## src/rtl/max_pool_pkg.sv

```systemverilog
// rtl/max_pool_pkg.sv - shared constants and state encoding for the max pooling block
package max_pool_pkg;

  localparam int DATA_W_DEF = 32;
  localparam int CNT_W_DEF  = 8;
  localparam int WIN_W_DEF  = 16;

  localparam logic [DATA_W_DEF-1:0] SMIN = 32'h8000_0000;

  typedef enum logic [1:0] {
    ST_IDLE  = 2'd0,
    ST_ACCUM = 2'd1,
    ST_DONE  = 2'd2
  } state_t;

endpackage

```

## src/rtl/max_pool_cmp.sv

```systemverilog
// rtl/max_pool_cmp.sv - combinational signed two-input maximum
module max_pool_cmp #(
  parameter int DATA_W = 32
) (
  input  logic [DATA_W-1:0] i_a,
  input  logic [DATA_W-1:0] i_b,
  output logic [DATA_W-1:0] o_max
);

  // Ties resolve to i_a; equal values are indistinguishable so the choice is moot.
  assign o_max = ($signed(i_a) >= $signed(i_b)) ? i_a : i_b;

endmodule

```

## src/rtl/max_pool.sv

```systemverilog
// rtl/max_pool.sv - windowed signed max pooling over a stalled sample stream
module max_pool
  import max_pool_pkg::*;
#(
  parameter int DATA_W = DATA_W_DEF,
  parameter int CNT_W  = CNT_W_DEF,
  parameter int WIN_W  = WIN_W_DEF
) (
  input  logic              clk,
  input  logic              rst,
  input  logic              run,
  input  logic              running,
  input  logic [DATA_W-1:0] in0,
  input  logic [CNT_W-1:0]  windowSize,
  input  logic [WIN_W-1:0]  numWindows,
  output logic [DATA_W-1:0] out0,
  output logic              out1,
  output logic              done
);

  state_t            r_state;
  logic [DATA_W-1:0] r_acc;
  logic [DATA_W-1:0] r_out0;
  logic              r_out1;
  logic [CNT_W-1:0]  r_smp_cnt;
  logic [CNT_W-1:0]  r_win_size;
  logic [WIN_W-1:0]  r_win_cnt;
  logic [WIN_W-1:0]  r_num_win;

  logic [DATA_W-1:0] w_max;
  logic [DATA_W-1:0] w_next;
  logic [CNT_W-1:0]  w_last_idx;
  logic              w_last_smp;
  logic              w_last_win;

  max_pool_cmp #(.DATA_W(DATA_W)) u_cmp (
    .i_a   (r_acc),
    .i_b   (in0),
    .o_max (w_max)
  );

  // A zero window size behaves as a one-sample window.
  assign w_last_idx = (r_win_size == '0) ? '0 : r_win_size - CNT_W'(1);
  assign w_last_smp = (r_smp_cnt == w_last_idx);
  assign w_last_win = (r_win_cnt == r_num_win - WIN_W'(1));
  assign w_next     = (r_smp_cnt == '0) ? in0 : w_max;

  always_ff @(posedge clk) begin
    if (!rst) begin
      r_state    <= ST_IDLE;
      r_acc      <= '0;
      r_out0     <= '0;
      r_out1     <= 1'b0;
      r_smp_cnt  <= '0;
      r_win_size <= '0;
      r_win_cnt  <= '0;
      r_num_win  <= '0;
    end else begin
      r_out1 <= 1'b0;
      if (run) begin
        r_win_size <= windowSize;
        r_num_win  <= numWindows;
        r_smp_cnt  <= '0;
        r_win_cnt  <= '0;
        r_state    <= (numWindows == '0) ? ST_DONE : ST_ACCUM;
      end else if (r_state == ST_ACCUM && running) begin
        r_acc <= w_next;
        if (w_last_smp) begin
          r_out0    <= w_next;
          r_out1    <= 1'b1;
          r_smp_cnt <= '0;
          r_win_cnt <= r_win_cnt + WIN_W'(1);
          if (w_last_win) begin
            r_state <= ST_DONE;
          end
        end else begin
          r_smp_cnt <= r_smp_cnt + CNT_W'(1);
        end
      end
    end
  end

  assign out0 = r_out0;
  assign out1 = r_out1;
  assign done = (r_state != ST_ACCUM);

endmodule
```

## config.mk

```make
export PLATFORM = sky130hd
export DESIGN_NAME = max_pool
export DESIGN_NICKNAME = d
export VERILOG_FILES = /design/src/rtl/max_pool_pkg.sv /design/src/rtl/max_pool_cmp.sv /design/src/rtl/max_pool.sv
export SDC_FILE = /design/constraint.sdc
export NUM_CORES = 1
export LEC_CHECK = 0
export ABC_CLOCK_PERIOD_IN_PS = 3000
export CORE_MARGIN = 5
export CORE_UTILIZATION = 58
export DETAILED_ROUTE_END_ITERATION = 10
export DONT_BUFFER_PORTS = 1
export PLACE_DENSITY = 0.73
export SYNTH_ARGS = -nofsm -noshare
export SYNTH_HDL_FRONTEND = slang
export SYNTH_SLANG_ARGS = --single-unit
```

## constraint.sdc

```tcl
create_clock -name clk -period 3 [get_ports clk]
set_input_delay 0.15 -clock clk [delete_from_list [all_inputs] [get_ports clk]]
set_output_delay 0.15 -clock clk [all_outputs]
set_load 0.02 [all_outputs]
```

Word-level counts from Yosys, hierarchy flattened
Index checks and enable logic that the tools add are counted.

Flip-flop bits (word level): 115. Input bits: 60. Output and inout bits: 34. Logic and storage cells: 43.

$add $sub $neg: 4. Magnitude comparators: 1. Equal/unequal tests: 4. Mux-type cells: 10. Bitwise operators: 3. Reduce and logical (&&, ||, !) cells: 13.

Operators with widths (count): 32-bit 2-to-1 mux (2); 32-bit >= comparator (1); 16-bit by 1-bit adder with 16-bit output, second input constant (1); 16-bit equality test (1); 16-bit zero test (1); 8-bit zero test (2); 8-bit 2-to-1 mux (2); 16-bit by 1-bit subtractor with 16-bit output, second input constant (1); 2-bit 2-to-1 mux (5); 8-bit by 1-bit adder with 8-bit output, second input constant (1); 8-bit equality test (1); 8-bit by 1-bit subtractor with 8-bit output, second input constant (1); 3-bit AND reduction (2); 2-bit nonzero test (3); 2-bit AND reduction (2); 1-bit NOT (3); 3-bit OR reduction (1); 2-bit by 1-bit equality test with 1-bit output, second input constant (1); 2-bit by 1-bit inequality test with 1-bit output, second input constant (1); 2-bit OR reduction (1); 1-bit logical AND (1); 1-bit 2-to-1 mux (1).

Logic depth before layout (Yosys ltp)
Gate-level depths: netlist of run 1.

Word-level depth: 6. Gate-level depth with buffers: 12. Mapped depth without buffers: 9.

By module
Synthesis of run 1 repeated with hierarchy kept, for this count alone.

Cells, all modules: 777. Area total of the unflattened synthesis: 7098.1 um2.

By module, submodules not included: max_pool (times used 1, cells an instance 625, area each 5729.2 um2, seq. area each 2302.2 um2); max_pool_cmp (times used 1, cells an instance 152, area each 1368.8 um2, seq. area each 0.0 um2).

Least setup slack after synthesis of run 1
Ideal clock, no wire load.

Path type: register to register. From: reg r_win_size[0]. To: reg r_win_cnt[13]. Library setup time: 139 ps. Arrival: 2840 ps. Data required time: 2861 ps. Setup slack: 21 ps. Stages on the path, launching flop included: 12. Buffers on the path: 2. Period minus slack after synthesis: 2979 ps. Path through: dfxtp_1 inv_1 ha_1 or4b_2 o211a_1 a221oi_2 nand4b_2 or4_4 buf_6 buf_6 o311ai_2 o41ai_2.

Word-level cells in the longest chain between the ends: 4. Elaborated cells between the ends (all ways): 5. Those cells by class: add/sub: 1; eq/ne: 1; mux: 1; reduce/logical: 2.

RTL lines: start: declaration (RTL line max_pool.sv:26) `logic [CNT_W-1:0] r_win_size;`; start signal: assignment (RTL line max_pool.sv:61) `r_win_size <= windowSize;`; 8-bit by 1-bit subtractor with 8-bit output / 8-bit zero test (equally long branches) (RTL line max_pool.sv:43) `assign w_last_idx = (r_win_size == '0) ? '0 : r_win_size - CNT_W'(1);`; 8-bit 2-to-1 mux * (RTL line max_pool.sv:43); 8-bit equality test * (RTL line max_pool.sv:44) `assign w_last_smp = (r_smp_cnt == w_last_idx);`; 2-bit AND reduction (no source line) *; end signal: assignment (RTL line max_pool.sv:72) `r_win_cnt <= r_win_cnt + WIN_W'(1);`; end: declaration (RTL line max_pool.sv:27) `logic [WIN_W-1:0] r_win_cnt;`.

Mark *: on every way between the ends. The rest lies on a longest branch, timed or not. A chain may end at the register's enable or synchronous reset.

Worst setup path after layout of run 1
From: reg r_smp_cnt[1]. To: reg r_acc[29].

Word-level cells in the longest chain between the ends: 2.

RTL lines: start: declaration (RTL line max_pool.sv:25) `logic [CNT_W-1:0] r_smp_cnt;`; start signal: assignment (RTL line max_pool.sv:77) `r_smp_cnt <= r_smp_cnt + CNT_W'(1);`; 8-bit zero test (RTL line max_pool.sv:46) `assign w_next = (r_smp_cnt == '0) ? in0 : w_max;`; 32-bit 2-to-1 mux (RTL line max_pool.sv:46); end signal: assignment (RTL line max_pool.sv:67) `r_acc <= w_next;`; end: declaration (RTL line max_pool.sv:22) `logic [DATA_W-1:0] r_acc;`.

No other way between the ends.

==> results of run 1 <==
-- layout make-up --
cell class | instances | area, um2
clock buffers | 20 | 456.7
repair buffers | 134 | 1338
clock inverters | 10 | 133.9
flip-flops and latches | 115 | 2303
fillers | 797 | 2884
well taps | 168 | 210.2
inverters | 43 | 161.4
multi-input cells | 601 | 4574
-- worst register-to-register path, stage by stage (launching register included) --
cell,delay (ns)
dfxtp_1,0.31
inv_2,0.08
ha_4,0.12
or4b_4,0.48
nor4_4,0.16
buf_4,0.15
o211ai_1,0.09
a221oi_2,0.29
buf_4,0.17
o2111ai_4,0.15
a211oi_4,0.29
buf_6,0.16
buf_8,0.15
mux2i_1,0.22
-- synth_stat cells, types with 4 or more instances --
master,instances
a21o_1,5
a21oi_1,18
and4_1,4
buf_1,4
buf_6,10
clkbuf_1,49
dfxtp_1,115
ha_1,38
inv_1,43
mux2i_1,65
nand2_1,94
nand2b_1,19
nand3_1,44
nand4_1,44
nor2_1,22
nor2b_1,32
nor3_1,5
nor4_1,16
o211ai_1,57
o211ai_2,9
o21ai_0,12
o311ai_2,7
o41ai_1,4
o41ai_2,7
or2_2,4
or4_1,5
xnor2_1,19
xor2_1,15
-- power by group through the flow --
| stage | logic (mW) | clock network, mW | registers, mW |
|---|---|---|---|
| 3_3_place_gp | 0.457 | 0 | 1.64 |
| 4_1_cts | 0.624 | 2.06 | 1.61 |
| 5_1_grt | 0.746 | 2.13 | 1.62 |
| 6_report | 0.691 | 2.06 | 1.61 |
| 2_1_floorplan | 0.384 | 0 | 1.63 |
| 3_5_place_dp | 0.471 | 0 | 1.64 |
-- stage by stage --
step           utilization, %   TNS, ns  hold slack, ns
4_1_cts                 74.01         0       0.0007539
6_report                76.09         0         0.01057
3_5_place_dp            61.54   -0.8009          0.2944
5_1_grt                 76.09  -0.01955         0.03388
3_3_place_gp            61.54   -0.9684          0.2938
2_1_floorplan               -         0          0.2921
-- how the worst min path moves through the flow --
stage	from	endpoint	slack (ns)	depth (start not counted)
after CTS	rst	r_state[1]	0.0008	3
after detailed placement	rst	r_win_size[2]	0.29	1
final	rst	r_state[1]	0.01	3
after global placement	in0[31]	r_acc[31]	0.29	2
after floorplan	in0[0]	r_acc[0]	0.29	2
after global routing	rst	r_state[1]	0.03	3
-- state kept, by name, indices dropped and copies added (netlist names) --
register,count
r_win_cnt,16
r_state,2
r_smp_cnt,8
r_win_size,8
out0,32
out1,1
r_acc,32
r_num_win,16
-- per-layer routing --
metal	up-vias	share of wire (%)	global-route usage (%)
met1	3373	39	34.07
met3	73	8.7	8.298
li1	3200	-	-
met4	0	2.9	11.97
met2	369	49	50.61
met5	-	0	0
-- cells in the final DEF, fill, tap and decap left out, types with 19 or more instances in the layout --
cell / instances
nand2b_1: 19
nand2_1: 94
o211ai_1: 57
nor2_1: 22
ha_1: 36
inv_1: 39
buf_4: 42
mux2i_1: 64
nand4_1: 44
clkbuf_16: 19
dfxtp_1: 114
dlygate4sd3_1: 79
nand3_1: 43
nor2b_1: 31
-- what timing repair did --
| action | 4_1_cts | 5_1_grt |
|---|---|---|
| setup endpoints to repair | 36 | 89 |
| hold buffers | 81 | 0 |
| endpoints found under the hold margin | 94 | 0 |
| cloned | 1 | 4 |
| pin swaps | 4 | 12 |
| buffers inserted | 2 | 3 |
| gates resized for setup | 10 | 33 |
-- logic make-up after synthesis --
group	count (synthesis)	share of synthesized area [%]
compound gates	149	17.50
simple gates	312	23.45
buf+inv	109	6.819
mux	66	9.250
fa+ha+maj	38	6.645
xor+xnor	34	4.162
flops	115	32.17
==> results.md, run 1 <==
- Post-route insts no fill: 1091
- Initial Utilization: 59.33%
- Synth Net Count: 921
- Critical Path End: r_acc[29]
- Maxcap violations: 0
- Area leader, netlist: dfxtp_1
- Yosys top cell area share: between 30% and 40%
- Sequential power share: a little under two fifths
- Arr. time, crit path: 3.24 ns
- Delay-heaviest family, CP: compound AO/OA/AOI/OAI gates
- CTS tree: built
- Final HPWL DP: 12850 um
- ANT cells: 0
- Post-synth EDFFs: 0
- CP most frequent cell: buf_4
- Crit share post-route: a little over nine tenths
- Status: completed
- Share of total power in combinational logic: between 10% and 20%
- Worst setup EP type: flip-flop
- Switch share: between 20% and 30%
- Synth area leaders: dfxtp_1 (32%), mux2i_1 (9.1%), ha_1 (6.6%), o211ai_1 (6.0%), nand2_1 (4.9%)
- Worst-margin pin slew: 1.046 ns
- Tot GR Track Use: 29.33%
- Power Total: between 4 and 5 mW
- Per-cell routed wire length: 20.55 um
- Placer Congestion: 0.8629
- Max frequency: around 350 MHz
- Max IR drop VDD: 0.3815 mV
- Buf/Inv on CP: 5
- Clk_lat worst skew: 0.43 ns
- Design area: 0.009178 mm2
- Sw power: 1.136 mW
- Clk buf depth: 2
- Worst Reg-to-Reg Cells: 13
- CP required: 3.34 ns
- Remaining antenna violation count after routing: 0
- FF+latch count, synth: 115
- Hold WC Path Type: primary input to flip-flop
- Largest net degree at the start of global routing: 115
- Vias in the first global route: 7140
- Final worst slack: around 0.1 ns
- Rel. slew slack: 30.18%
- CTS Sinks: 115
- Reg-to-Reg Start: r_smp_cnt[1]
- Routed vias/inst: 6.430
- Post-synthesis sequential area ratio: 32.17%
- Die ar.: 0.01466 mm2
- Core area: 0.01206 mm2
- PortBufs: 0
- Internal: about 3.2 mW
- Slowest library cell on the worst path: or4b_4
- Die W: 121.1 um
- Reg clk slew, reported paths: around 0.05 ns
- CP Launch Point: r_smp_cnt[1]
- CTS root buf: clkbuf_16
- # setup viols final: 0
- Clk pwr share: between 40% and 50%
- Capturing point of the worst reg2reg path: r_acc[29]
- CTS HTree Levels: 4
- Initial antenna violation count: 0
- Nets: 1010
- Area Overhead vs Synth: 28.26%
- Dpl cells: 970
- Dpl ws: -0.07143 ns
- Share of layout cells above drive strength 1: 16.36%
- Synth Flop Type: dfxtp_1
- Total Wirelength: 22430 um
- IO Pins: 94
- PwrDens: 475.4 mW/mm2
- Placed cell areas: 0.007422 mm2
- Total CTS buffers: 17
- Via count: 7015
- Critical Path Start Type: flip-flop
- Clock Skews: ~0.0083 ns
- CP Class: flip-flop to flip-flop
- Syn_area_per_cell: slightly below 9 um2
- Final min period: 2.898 ns
- DR DRC count: 0
- Synth unique cells: 65
- Final Max Slew Viols: 0
- Crit-path max cell delay: 0.48 ns
- Flop2flop setup slack: 0.10 ns
- Ys async rst share: 0%
- First-pass GRT wire length: 34470 um
- YS warnings: 0
- GRT Residual Overflow: 0
- Drt first pass iters: 5
- Cells after synthesis: 823
- Critical path, cell by cell: inv_2 -> ha_4 -> or4b_4 -> nor4_4 -> buf_4 -> o211ai_1 -> a221oi_2 -> buf_4 -> o2111ai_4 -> a211oi_4 -> buf_6 -> buf_8 -> mux2i_1
- CP Depth: 13
- Mapped cell area: 0.007156 mm2
- 1st-iter DRT viols: 603
- Row Count: 40
- Final hold vios: 0
- Die height: 121.1 um
- P_leak: 3.674 nW
- Crit Path Max Fanout: 8
(Power assumes the default switching activity.)
==> run 2: changes to the inputs <==
--- a/config.mk
+++ b/config.mk
@@ -12,3 +12,3 @@
 export DONT_BUFFER_PORTS = 1
-export PLACE_DENSITY = 0.73
+export PLACE_DENSITY_LB_ADDON = 0.2
 export SYNTH_ARGS = -nofsm -noshare
==> constraint.sdc (replaced) <==
create_clock -name clk -period 3 [get_ports clk]
set_input_delay 0.9 -clock clk [delete_from_list [all_inputs] [get_ports clk]]
set_output_delay 0.9 -clock clk [all_outputs]
set_load 0.02 [all_outputs]
==> results.md, run 2 (synthesis results as in run 1) <==
- Status: completed
- Nets: 938 (-7.1%)
- Flop2flop setup slack: 0.05 ns (-0.05 ns)
- Placed cell areas: 0.007572 mm2 (+2.0%)
- CP Class: flip-flop to flip-flop
- Max IR drop VDD: 0.4106 mV (+7.6%)
- Row Count: 40 (unchanged)
- Largest net degree at the start of global routing: 125 (+8.7%)
- Reg clk slew, reported paths: 0.05 ns (about the same)
- Initial Utilization: 59.33% (unchanged)
- Leading cell type in the layout, fill and taps excluded: dfxtp_1
- Clk buf depth: 2 (unchanged)
- Final min period: 2.952 ns (+0.05332 ns)
- CP required: 3.30 ns (-0.04 ns)
- Drt first pass iters: 5 (unchanged)
- Die W: 121.1 um (unchanged)
- Crit share post-route: 98.39% (+1.8 points)
- Clock Skews: 0.01014 ns (+0.001804 ns)
- Total Wirelength: 19300 um (-14%)
- Final hold vios: 0 (unchanged)
- ANT cells: 0 (unchanged)
- # setup viols final: 0 (unchanged)
- Share of total power in combinational logic: 13.5% (-2.3 points)
- Remaining antenna violation count after routing: 0 (unchanged)
- Final HPWL DP: 12730 um (-0.87%)
- CTS tree: built
- Tot GR Track Use: 25.58% (-3.7 points)
- Routed vias/inst: 6.296 (-2.1%)
- Post-CTS Hold Fix Bufs: 0 (-100%)
- Placer Congestion: 0.8576 (-0.61%)
- Power Total: 4.105 mW (-5.9%)
- Dpl ws: -0.1459 ns (-0.07448 ns)
- 1st-iter DRT viols: 482 (-20%)
- GRT Residual Overflow: 0 (unchanged)
- First-pass GRT wire length: 30440 um (-12%)
- Rel. slew slack: 17.97% (-12 points)
- Vias in the first global route: 6242 (-13%)
- Final Max Slew Viols: 0 (unchanged)
- Initial antenna violation count: 0 (unchanged)
- DR DRC count: 0 (unchanged)
- Share of layout cells above drive strength 1: 18.61% (+2.3 points)
- Total CTS buffers: 17 (unchanged)
- Worst setup EP type: flip-flop
- Internal: 3.095 mW (-4.1%)
- Post-route insts no fill: 1017 (-6.8%)
- Design area: 0.008486 mm2 (-7.5%)
- Clk pwr share: 47.2% (about the same)
- Max frequency: 338.8 MHz (-1.8%)
- Hold WC Path Type: flip-flop to flip-flop
- Post-layout util: 70.35% (-5.7 points)
- CTS root buf: clkbuf_16
- Switch share: 24.61% (-1.4 points)
- Critical Path Start Type: flip-flop
- PwrDens: 483.8 mW/mm2 (+1.8%)
- Die ar.: 0.01466 mm2 (unchanged)
- Arr. time, crit path: 3.26 ns (+0.02 ns)
- Final worst slack: 0.04821 ns (-0.05332 ns)
- PortBufs: 0 (unchanged)
- IO Pins: 94 (unchanged)
- Die height: 121.1 um (unchanged)
- Area Overhead vs Synth: 18.59%
- Core area: 0.01206 mm2 (unchanged)
- Maxcap violations: 0 (unchanged)
- Worst-margin pin slew: 1.229 ns (+0.1831 ns)
- Sw power: 1.010 mW (-11%)
- Clk_lat worst skew: 0.42 ns (about the same)
- Per-cell routed wire length: 18.98 um (-7.7%)
- Via count: 6403 (-8.7%)
- Crit Path Max Fanout: 5 (-3)
- P_leak: 3.424 nW (-6.8%)
- Fillers: 935 (+17%)
- Commonest non-fill, non-tap cells in the layout: dfxtp_1 (115), nand2_1 (94), mux2i_1 (65)
- RSZ-0062 raised after global routing: yes
- Sequential power share: 39.2% (+2.2 points)
- CTS Sinks: 115 (unchanged)
- Dpl cells: 978 (+0.82%)
- CTS HTree Levels: 4 (unchanged)
[run 2: metal layers]
metal	global-route usage [%]	wire length, um	part of all wire (%)	up-vias
li1	-	-	-	3061
met1	30.67	7917	41	3094
met2	43.66	9693	50	221
met3	8.485	1444	7.5	27
met4	7.224	244	1.3	0
met5	0	0	0	-
[run 2: final timing paths]
| kind | startpoint | endpoint | depth (start not counted) |
|---|---|---|---|
| worst max-delay path | r_win_size[0] | r_state[0] | 11 |
| worst max register to register | r_win_size[0] | r_state[0] | 11 |
| worst min-delay path | r_acc[9] | r_acc[9] | 2 |
| worst min register to register | r_acc[9] | r_acc[9] | 2 |
[run 2: power groups by stage]
stage	sequential [mW]	combinational [mW]	clock (mW)
floorplan	1.63	0.394	0
global placement	1.64	0.473	0
detailed placement	1.64	0.493	0
CTS	1.61	0.509	1.96
global route	1.61	0.607	2.04
finish	1.61	0.555	1.94
[run 2: what timing repair did]
| action | in CTS | in global routing |
|---|---|---|
| resized for setup | 4 | 29 |
| setup endpoints to repair | 63 | 86 |
| gates cloned | 1 | 7 |
| pin swaps | 2 | 5 |
| setup buffers | 2 | 1 |
[run 2: worst max-delay path, stage by stage (launching register included)]
cell,delay [ns]
dfxtp_1,0.33
inv_1,0.06
ha_1,0.21
buf_4,0.14
nor3b_2,0.17
and2_1,0.18
o32ai_2,0.41
nand3_2,0.22
or4_4,0.58
buf_6,0.18
a22o_1,0.19
a21o_1,0.16
[run 2: stage by stage]
step	hold WS, ns	setup TNS [ns]
after floorplan	0.4408	0
after global placement	0.4547	-1.905
after detailed placement	0.4748	-5.100
after CTS	0.4819	0
after global routing	0.5034	-0.7271
final	0.4787	0
[run 2: cell type report]
class | instances | area (um2) | share of cell area [%]
clock buffer | 24 | 521.8 | 6.149
clock inverter | 4 | 47.55 | 0.5603
inverter | 43 | 161.4 | 1.902
multi-input combinational | 602 | 4656 | 54.87
sequential | 115 | 2302 | 27.13
tap | 168 | 210.2 | 2.477
timing repair buffer | 61 | 586.8 | 6.915
